==> src/rtl/exmem_stage.sv <==
// EX/MEM pipeline register with a two-state data-memory handshake.
// Latches the EX instruction on every accept, drives the data-memory strobes
// while the access is outstanding, and stalls the front of the pipe until dhit.
module exmem_stage (
    input  logic        CLK,
    input  logic        RST,
    input  logic        ex_valid,
    input  logic        ex_WEN,
    input  logic [4:0]  ex_wsel,
    input  logic [31:0] ex_outport,
    input  logic [31:0] ex_rtdat,
    input  logic        ex_memren,
    input  logic        ex_memwen,
    input  logic        ex_halt,
    input  logic        flush,
    input  logic        dhit,
    input  logic [31:0] dmemload,
    output logic        exm_valid,
    output logic        exm_WEN,
    output logic [4:0]  exm_wsel_out,
    output logic [31:0] exm_outport,
    output logic        dmemREN,
    output logic        dmemWEN,
    output logic [31:0] dmemaddr,
    output logic [31:0] dmemstore,
    output logic [31:0] exm_dload,
    output logic        exm_halt,
    output logic        mem_stall
);

    typedef enum logic {IDLE, ACCESS} state_t;

    state_t      state;
    logic        exm_memren;
    logic        exm_memwen;
    logic [31:0] exm_rtdat;

    logic accept;
    logic bubble;
    logic cap_load;
    logic cap_store;
    logic access_done;

    // Pipe advances when idle or when the outstanding access finishes this cycle.
    assign accept      = !exm_halt && ((state == IDLE) || ((state == ACCESS) && dhit));
    assign access_done = (state == ACCESS) && dhit;
    assign bubble      = flush || !ex_valid;
    // A simultaneous read and write request is treated as a store.
    assign cap_store   = ex_memwen;
    assign cap_load    = ex_memren && !ex_memwen;

    // NOTE: strobes are decoded from registered state only, so the asynchronous
    // reset of state drops them immediately without waiting for a clock edge.
    assign dmemREN   = (state == ACCESS) && exm_memren;
    assign dmemWEN   = (state == ACCESS) && exm_memwen;
    assign dmemaddr  = exm_outport;
    assign dmemstore = exm_rtdat;
    assign mem_stall = (state == ACCESS) && !dhit;

    // Pipeline register, load-data capture, sticky halt and access FSM.
    // NOTE: non-blocking assignments keep every register sampling the pre-edge
    // values, so the order of the statements below does not matter.
    always_ff @(posedge CLK or posedge RST) begin
        if (RST) begin
            state        <= IDLE;
            exm_valid    <= 1'b0;
            exm_WEN      <= 1'b0;
            exm_wsel_out <= 5'd0;
            exm_outport  <= 32'd0;
            exm_rtdat    <= 32'd0;
            exm_memren   <= 1'b0;
            exm_memwen   <= 1'b0;
            exm_dload    <= 32'd0;
            exm_halt     <= 1'b0;
        end else begin
            if (access_done && exm_memren) begin
                exm_dload <= dmemload;
            end

            if (accept) begin
                if (bubble) begin
                    exm_valid    <= 1'b0;
                    exm_WEN      <= 1'b0;
                    exm_wsel_out <= 5'd0;
                    exm_outport  <= 32'd0;
                    exm_rtdat    <= 32'd0;
                    exm_memren   <= 1'b0;
                    exm_memwen   <= 1'b0;
                    state        <= IDLE;
                end else begin
                    exm_valid    <= 1'b1;
                    // Writes to R0 are never advertised to the forward unit.
                    exm_WEN      <= ex_WEN && (ex_wsel != 5'd0);
                    exm_wsel_out <= ex_wsel;
                    exm_outport  <= ex_outport;
                    exm_rtdat    <= ex_rtdat;
                    exm_memren   <= cap_load;
                    exm_memwen   <= cap_store;
                    exm_halt     <= ex_halt;
                    state        <= (cap_load || cap_store) ? ACCESS : IDLE;
                end
            end else if (access_done) begin
                // Halted with an access in flight: finish it, then park.
                state <= IDLE;
            end
        end
    end

endmodule

==> config.mk <==
export PLATFORM = sky130hd
export DESIGN_NAME = exmem_stage
export DESIGN_NICKNAME = d
export VERILOG_FILES = /design/src/rtl/exmem_stage.sv
export SDC_FILE = /design/constraint.sdc
export NUM_CORES = 1
export LEC_CHECK = 0
export ABC_AREA = 1
export CAP_MARGIN = 20
export CORE_MARGIN = 4
export CORE_UTILIZATION = 39
export DETAILED_ROUTE_END_ITERATION = 6
export PLACE_DENSITY = 0.85
export SLEW_MARGIN = 30
export SYNTH_ARGS = -nofsm -noshare
export SYNTH_HDL_FRONTEND = slang
export SYNTH_SLANG_ARGS = --single-unit
==> constraint.sdc <==
create_clock -name CLK -period 4.3 [get_ports CLK]
set_clock_uncertainty 0.2 [all_clocks]
set_input_delay 0.43 -clock CLK [delete_from_list [all_inputs] [get_ports CLK]]
set_output_delay 0.43 -clock CLK [all_outputs]
set_load 0.05 [all_outputs]
==> flow_metrics.env, run 1 <==
export IMPL_cts_tree="yes"
export IMPL_grt_pass1_wl_um=19500
export IMPL_clk_path_buf_depth=2
export IMPL_htreeDepth=3
export IMPL_cts_buffers=9
export IMPL_dp_hpwl_um=9530
export IMPL_rsz0062_at_grt="no"
export IMPL_r2r_end="exm_dload[1]"
export IMPL_postRouteAntennaNets=0
export IMPL_fmax_ghz=0.359
export IMPL_final_cells=849
export IMPL_maxCapViolations=0
export IMPL_timing_rr_start="state"
export IMPL_pre_cts_slack_ps=1540
export IMPL_cts_root_buffer="clkbuf_16"
export IMPL_worst_slack_ps=1520
export IMPL_cpPeakStageDelay_ps=900
export IMPL_max_slew_margin=0.418
export IMPL_crit_arrival_ps=2150
export IMPL_syn_num_nets=610
export IMPL_p_leak_nw=3.51
export IMPL_grt_overflow=0
export IMPL_grt_busiest_layer="met2"
export IMPL_io_buffer_count=248
export IMPL_globalplace_congestion=0.797
export IMPL_critical_path_buf_inv_count=2
export IMPL_syn_inst=500
export IMPL_drive_gt1_frac=0.0353
export IMPL_finalHoldViolCount=0
export IMPL_die_h_um=115
export IMPL_crit_path_start_kind="flip-flop"
export IMPL_grt_max_degree=74
export IMPL_critical_path_required_ps=3670
export IMPL_multi_input_area_um2=1320
export IMPL_io_pins=249
export IMPL_outcome="completed"
export IMPL_path_cells="nand2_1 -> inv_2 -> clkdlybuf4s50_1"
export IMPL_hold_path_class="reg -> reg"
export IMPL_clock_latency_ps=330
export IMPL_detail_route_wl_per_cell_um=14.7
export IMPL_finalCritPeriodShare=0.647
export IMPL_postCtsSetupBuffers=0
export IMPL_clock_sinks=107
export IMPL_area_growth_pct=56.2
export IMPL_drt_initial_drc_count=245
export IMPL_grtUsageMet2=0.319
export IMPL_min_delay_start="exm_dload[15]"
export IMPL_vias_per_cell=4.63
export IMPL_endpoint_kind="primary output"
export IMPL_synth_area_per_cell_um2=8.97
export IMPL_hold_path_end="exm_dload[15]"
export IMPL_cts_hold_fix_buffers=0
export IMPL_fillers=903
export IMPL_tightest_slew_ps=873
export IMPL_maxSlewViolCount=0
export IMPL_antenna_found_initial=1
export IMPL_clk_pin_slew_worst_paths_ps=70
export IMPL_post_cts_resized=0
export IMPL_yosysSeqAreaShare=0.597
export IMPL_ir_worst_vdd_mv=0.236
export IMPL_first_pass_iters=4
export IMPL_layout_commonest_cell="nand2_1"
export IMPL_vias=3935
export IMPL_setup_viol=0
export IMPL_dieArea_um2=13300
export IMPL_final_nets=815
export IMPL_ys_warnings_count=0
export IMPL_place_inst=834
export IMPL_whs_ps=274
export IMPL_min_period_ps=2780
export IMPL_grt_pass1_vias=3952
export IMPL_critPathTopFamily="buffers and inverters"
export IMPL_final_util=0.635
export IMPL_final_seq_area_um2=2680
export IMPL_fp_coreArea_um2=11000
export IMPL_grt_total_usage=0.185
export IMPL_regToRegSetupSlack_ps=2300
export IMPL_die_x_um=115
export IMPL_fin_tns_setup_ps=0
export IMPL_yosys_register_bits=107
export IMPL_start_util=0.407
export IMPL_r2r_cells=5
export IMPL_mostFrequentLayoutCells="281 x nand2_1, 248 x clkdlybuf4s50_1, 107 x dfrtp_1, 33 x nand3_1, 9 x clkbuf_16"
export IMPL_routed_wl_um=12500
export IMPL_synth_area_um2=4490
export IMPL_drc_errors=0
export IMPL_placementRows=38
export IMPL_crit_type="reg -> out"
export IMPL_met3_usage=0.0616
export IMPL_worst_path_max_fanout=34
export IMPL_synth_cell_types=16
export IMPL_power_density_nw_per_um2=275
export IMPL_cpMaxStageDelayCell="clkdlybuf4s50_1"
export IMPL_grt_use_met1=0.210
export IMPL_whs_path_depth=2
export IMPL_diodes=0
export IMPL_cp_startpoint="state"
[worst reg2reg max path, cell delays in order, from the launching register on]
cell and delay (ps):
dfrtp_1 420, nand2_1 90, inv_2 400, nand2_2 490
nand2_1 200, nand2_1 80
[final cells by class]
cell class                      count  share of cell area
Sequential cell                   107               0.382
Clock inverter                      5             0.00786
Tap cell                          140              0.0250
Inverter                            9             0.00518
Multi-Input combinational cell    327               0.188
Timing Repair Buffer              251               0.359
Clock buffer                       10              0.0327
[synthesized netlist by cell type]
library cell / count / area (µm²)
nand2_1: 282 / 1060
dfrtp_1: 107 / 2680
buf_4: 33 / 248
nand3_1: 33 / 165
buf_6: 14 / 158
inv_1: 7 / 26.3
buf_2: 6 / 30.0
o21ai_0: 4 / 20.0
clkbuf_1: 3 / 11.3
nor2_1: 3 / 11.3
inv_2: 2 / 7.51
nand2_4: 2 / 22.5
buf_8: 1 / 15.0
nand3_2: 1 / 10.0
nand4_1: 1 / 6.26
nor2_8: 1 / 20.0
[through the flow]
stage               area, µm²  total power, mW
global placement         6720             1.16
CTS                      7000             1.95
floorplan                4490             1.05
detailed placement       6720             1.16
finish                   7010             1.92
global route             7010             2.01
[logic make-up (layout without fill, tap and decap cells)]
| group | Yosys count | count (layout) | synth area share |
|---|---|---|---|
| DFF | 107 | 107 | 0.597 |
| buffers and inverters | 66 | 275 | 0.110 |
| and+or+nand+nor | 323 | 323 | 0.288 |
| AOI/OAI and AO/OA | 4 | 4 | 0.00446 |
[metal layers]
layer / share of wire / up-vias
met5: 0.00088 / -
met1: 0.37 / 1820
met2: 0.50 / 183
met3: 0.10 / 29
li1: - / 1901
met4: 0.026 / 2
[sequential cells by signal, summed over array words and instances (netlist names)]
| register | cells |
|---|---|
| dmemstore | 32 |
| exm_memwen | 1 |
| dmemaddr | 32 |
| exm_valid | 1 |
| exm_WEN | 1 |
| exm_dload | 32 |
| exm_memren | 1 |
| exm_halt | 1 |
| state | 1 |
| exm_wsel_out | 5 |
[worst max path at each step]
stage / endpoint / slack, ps / cells after the start
finish: dmemREN / 1520 / 3
global route: dmemREN / 1380 / 3
CTS: dmemREN / 1510 / 3
detailed placement: mem_stall / 1540 / 6
global placement: mem_stall / 1550 / 6
floorplan: dmemaddr[0] / 850 / 1
[where the power goes]
| part | switching [mW] | total [mW] | internal, mW |
|---|---|---|---|
| logic | 0.0421 | 0.131 | 0.0894 |
| clock network | 0.340 | 0.787 | 0.446 |
| registers | 0 | 1.01 | 1.01 |
| total | 0.383 | 1.92 | 1.54 |
No activity file was read; power rests on OpenSTA's default activity.
==> inputs of run 2 (changes only) <==
Clock period 4.3 ns to 2.6 ns, I/O delays scaled along.
==> run 2 against run 1 <==
  * Critical path depth unchanged
  * Setup slack worse by 1300 ps
  * Total power up 75%
  * Flip-flop and latch count unchanged
  * Register-to-register slack worse by 1600 ps
  * Final area up 1.5%
  * Highest routed layer is now met4
  * Utilization up 0.93 points
  * Hold slack worse by 44 ps
==> flow_metrics.env, run 2 (synthesis gave the netlist of run 1 again) <==
export IMPL_die_x_um=115
export IMPL_cts_root_buffer="clkbuf_16"
export IMPL_worst_path_max_fanout=17
export IMPL_endpoint_kind="primary output"
export IMPL_cts_hold_fix_buffers=0
export IMPL_grt_total_usage=0.190
export IMPL_io_pins=249
export IMPL_drive_gt1_frac=0.0434
export IMPL_max_slew_margin=0.618
export IMPL_finalCritPeriodShare=0.923
export IMPL_tightest_slew_ps=573
export IMPL_fin_tns_setup_ps=0
export IMPL_power_density_nw_per_um2=474
export IMPL_clk_path_buf_depth=2
export IMPL_die_h_um=115
export IMPL_top_layer="met4"
export IMPL_cts_tree="yes"
export IMPL_critPathTopFamily="buffers and inverters"
export IMPL_mostFrequentLayoutCells="282 x nand2_1, 247 x clkdlybuf4s50_1, 107 x dfrtp_1, 33 x nand3_1, 9 x clkbuf_16"
export IMPL_antenna_found_initial=0
export IMPL_clock_latency_ps=340
export IMPL_cts_buffers=9
export IMPL_crit_arrival_ps=1940
export IMPL_crit_path_start_kind="flip-flop"
export IMPL_htreeDepth=3
export IMPL_r2r_end="exm_dload[5]"
export IMPL_fmax_ghz=0.417
export IMPL_timing_rr_start="state"
export IMPL_grt_pass1_wl_um=20000
export IMPL_whs_ps=230
export IMPL_rsz0062_at_grt="no"
export IMPL_grt_overflow=0
export IMPL_hold_path_class="in -> async"
export IMPL_cpMaxStageDelayCell="clkdlybuf4s50_1"
export IMPL_globalplace_congestion=0.852
export IMPL_area_growth_pct=58.4
export IMPL_grt_pass1_vias=4034
export IMPL_layout_commonest_cell="nand2_1"
export IMPL_multi_input_area_um2=1310
export IMPL_detail_route_wl_per_cell_um=14.8
export IMPL_final_nets=819
export IMPL_drt_initial_drc_count=248
export IMPL_final_seq_area_um2=2680
export IMPL_placementRows=38
export IMPL_outcome="completed"
export IMPL_ir_worst_vdd_mv=0.258
export IMPL_diodes=0
export IMPL_start_util=0.407
export IMPL_path_cells="nand2_1 -> inv_2 -> clkdlybuf4s50_1"
export IMPL_critical_path_buf_inv_count=2
export IMPL_post_cts_resized=0
export IMPL_crit_type="reg -> out"
export IMPL_vias_per_cell=4.61
export IMPL_min_period_ps=2400
export IMPL_regToRegSetupSlack_ps=710
export IMPL_wl_met3_um=1200
export IMPL_critical_path_required_ps=2140
export IMPL_clk_pin_slew_worst_paths_ps=60
export IMPL_fp_coreArea_um2=11000
export IMPL_fillers=874
export IMPL_io_buffer_count=248
export IMPL_setup_viol=0
export IMPL_first_pass_iters=4
export IMPL_dp_hpwl_um=9450
export IMPL_maxCapViolations=0
export IMPL_clock_sinks=107
export IMPL_wl_met1_um=4820
export IMPL_cpPeakStageDelay_ps=870
export IMPL_maxSlewViolCount=0
export IMPL_routed_wl_um=12700
export IMPL_postRouteAntennaNets=0
export IMPL_wl_met2_um=6370
export IMPL_drc_errors=0
export IMPL_vias=3939
export IMPL_p_leak_nw=3.56
export IMPL_grt_max_degree=108
export IMPL_r2r_cells=6
export IMPL_postCtsSetupBuffers=0
export IMPL_dieArea_um2=13300
export IMPL_finalHoldViolCount=0
-- run 2: cell type report --
cell class / count / area share
clock buffers: 11 / 0.0356
well taps: 140 / 0.0246
multi-input cells: 327 / 0.185
clock inverters: 5 / 0.0116
inverters: 9 / 0.00528
repair buffers: 255 / 0.361
flip-flops and latches: 107 / 0.377
-- run 2: worst register-to-register path, cell delays in order (launching register included) --
cell and delay, ps:
dfrtp_1 410, nand2_1 80, inv_2 250, nand2_1 380
buf_4 330, nand2_1 80, nand2_1 60
-- run 2: how the worst max path moves through the flow --
stage / start / end / slack (ps) / cells after the start
after floorplan: RST / dmemaddr[0] / 850 / 1
after global placement: state / dmemREN / 560 / 3
after detailed placement: state / dmemREN / 550 / 3
after CTS: state / dmemREN / 180 / 3
after global routing: state / dmemREN / 130 / 3
final: state / dmemREN / 200 / 3
-- run 2: metal layers --
layer | vias up | GRT usage
met1 | 1821 | 0.223
met3 | 21 | 0.0547
li1 | 1905 | -
met5 | - | 0
met4 | 0 | 0.0790
met2 | 192 | 0.326
-- run 2: metrics by stage --
stage	power [mW]	setup slack, ps	cells	area (µm²)	util
after global placement	1.91	558	838	6770	0.614
after floorplan	1.73	852	500	4490	-
after detailed placement	1.91	547	838	6770	0.614
after CTS	3.41	177	854	7110	0.645
final	3.37	200	854	7110	0.645
after global routing	3.50	133	854	7110	0.645
-- run 2: power breakdown --
| group | leakage (nW) | internal, mW | total, mW | switching [mW] |
|---|---|---|---|---|
| sequential | 1.49 | 1.66 | 1.66 | 0 |
| clock | 0.167 | 0.902 | 1.49 | 0.588 |
| combinational | 1.90 | 0.148 | 0.217 | 0.0690 |
| total | 3.56 | 2.71 | 3.37 | 0.657 |
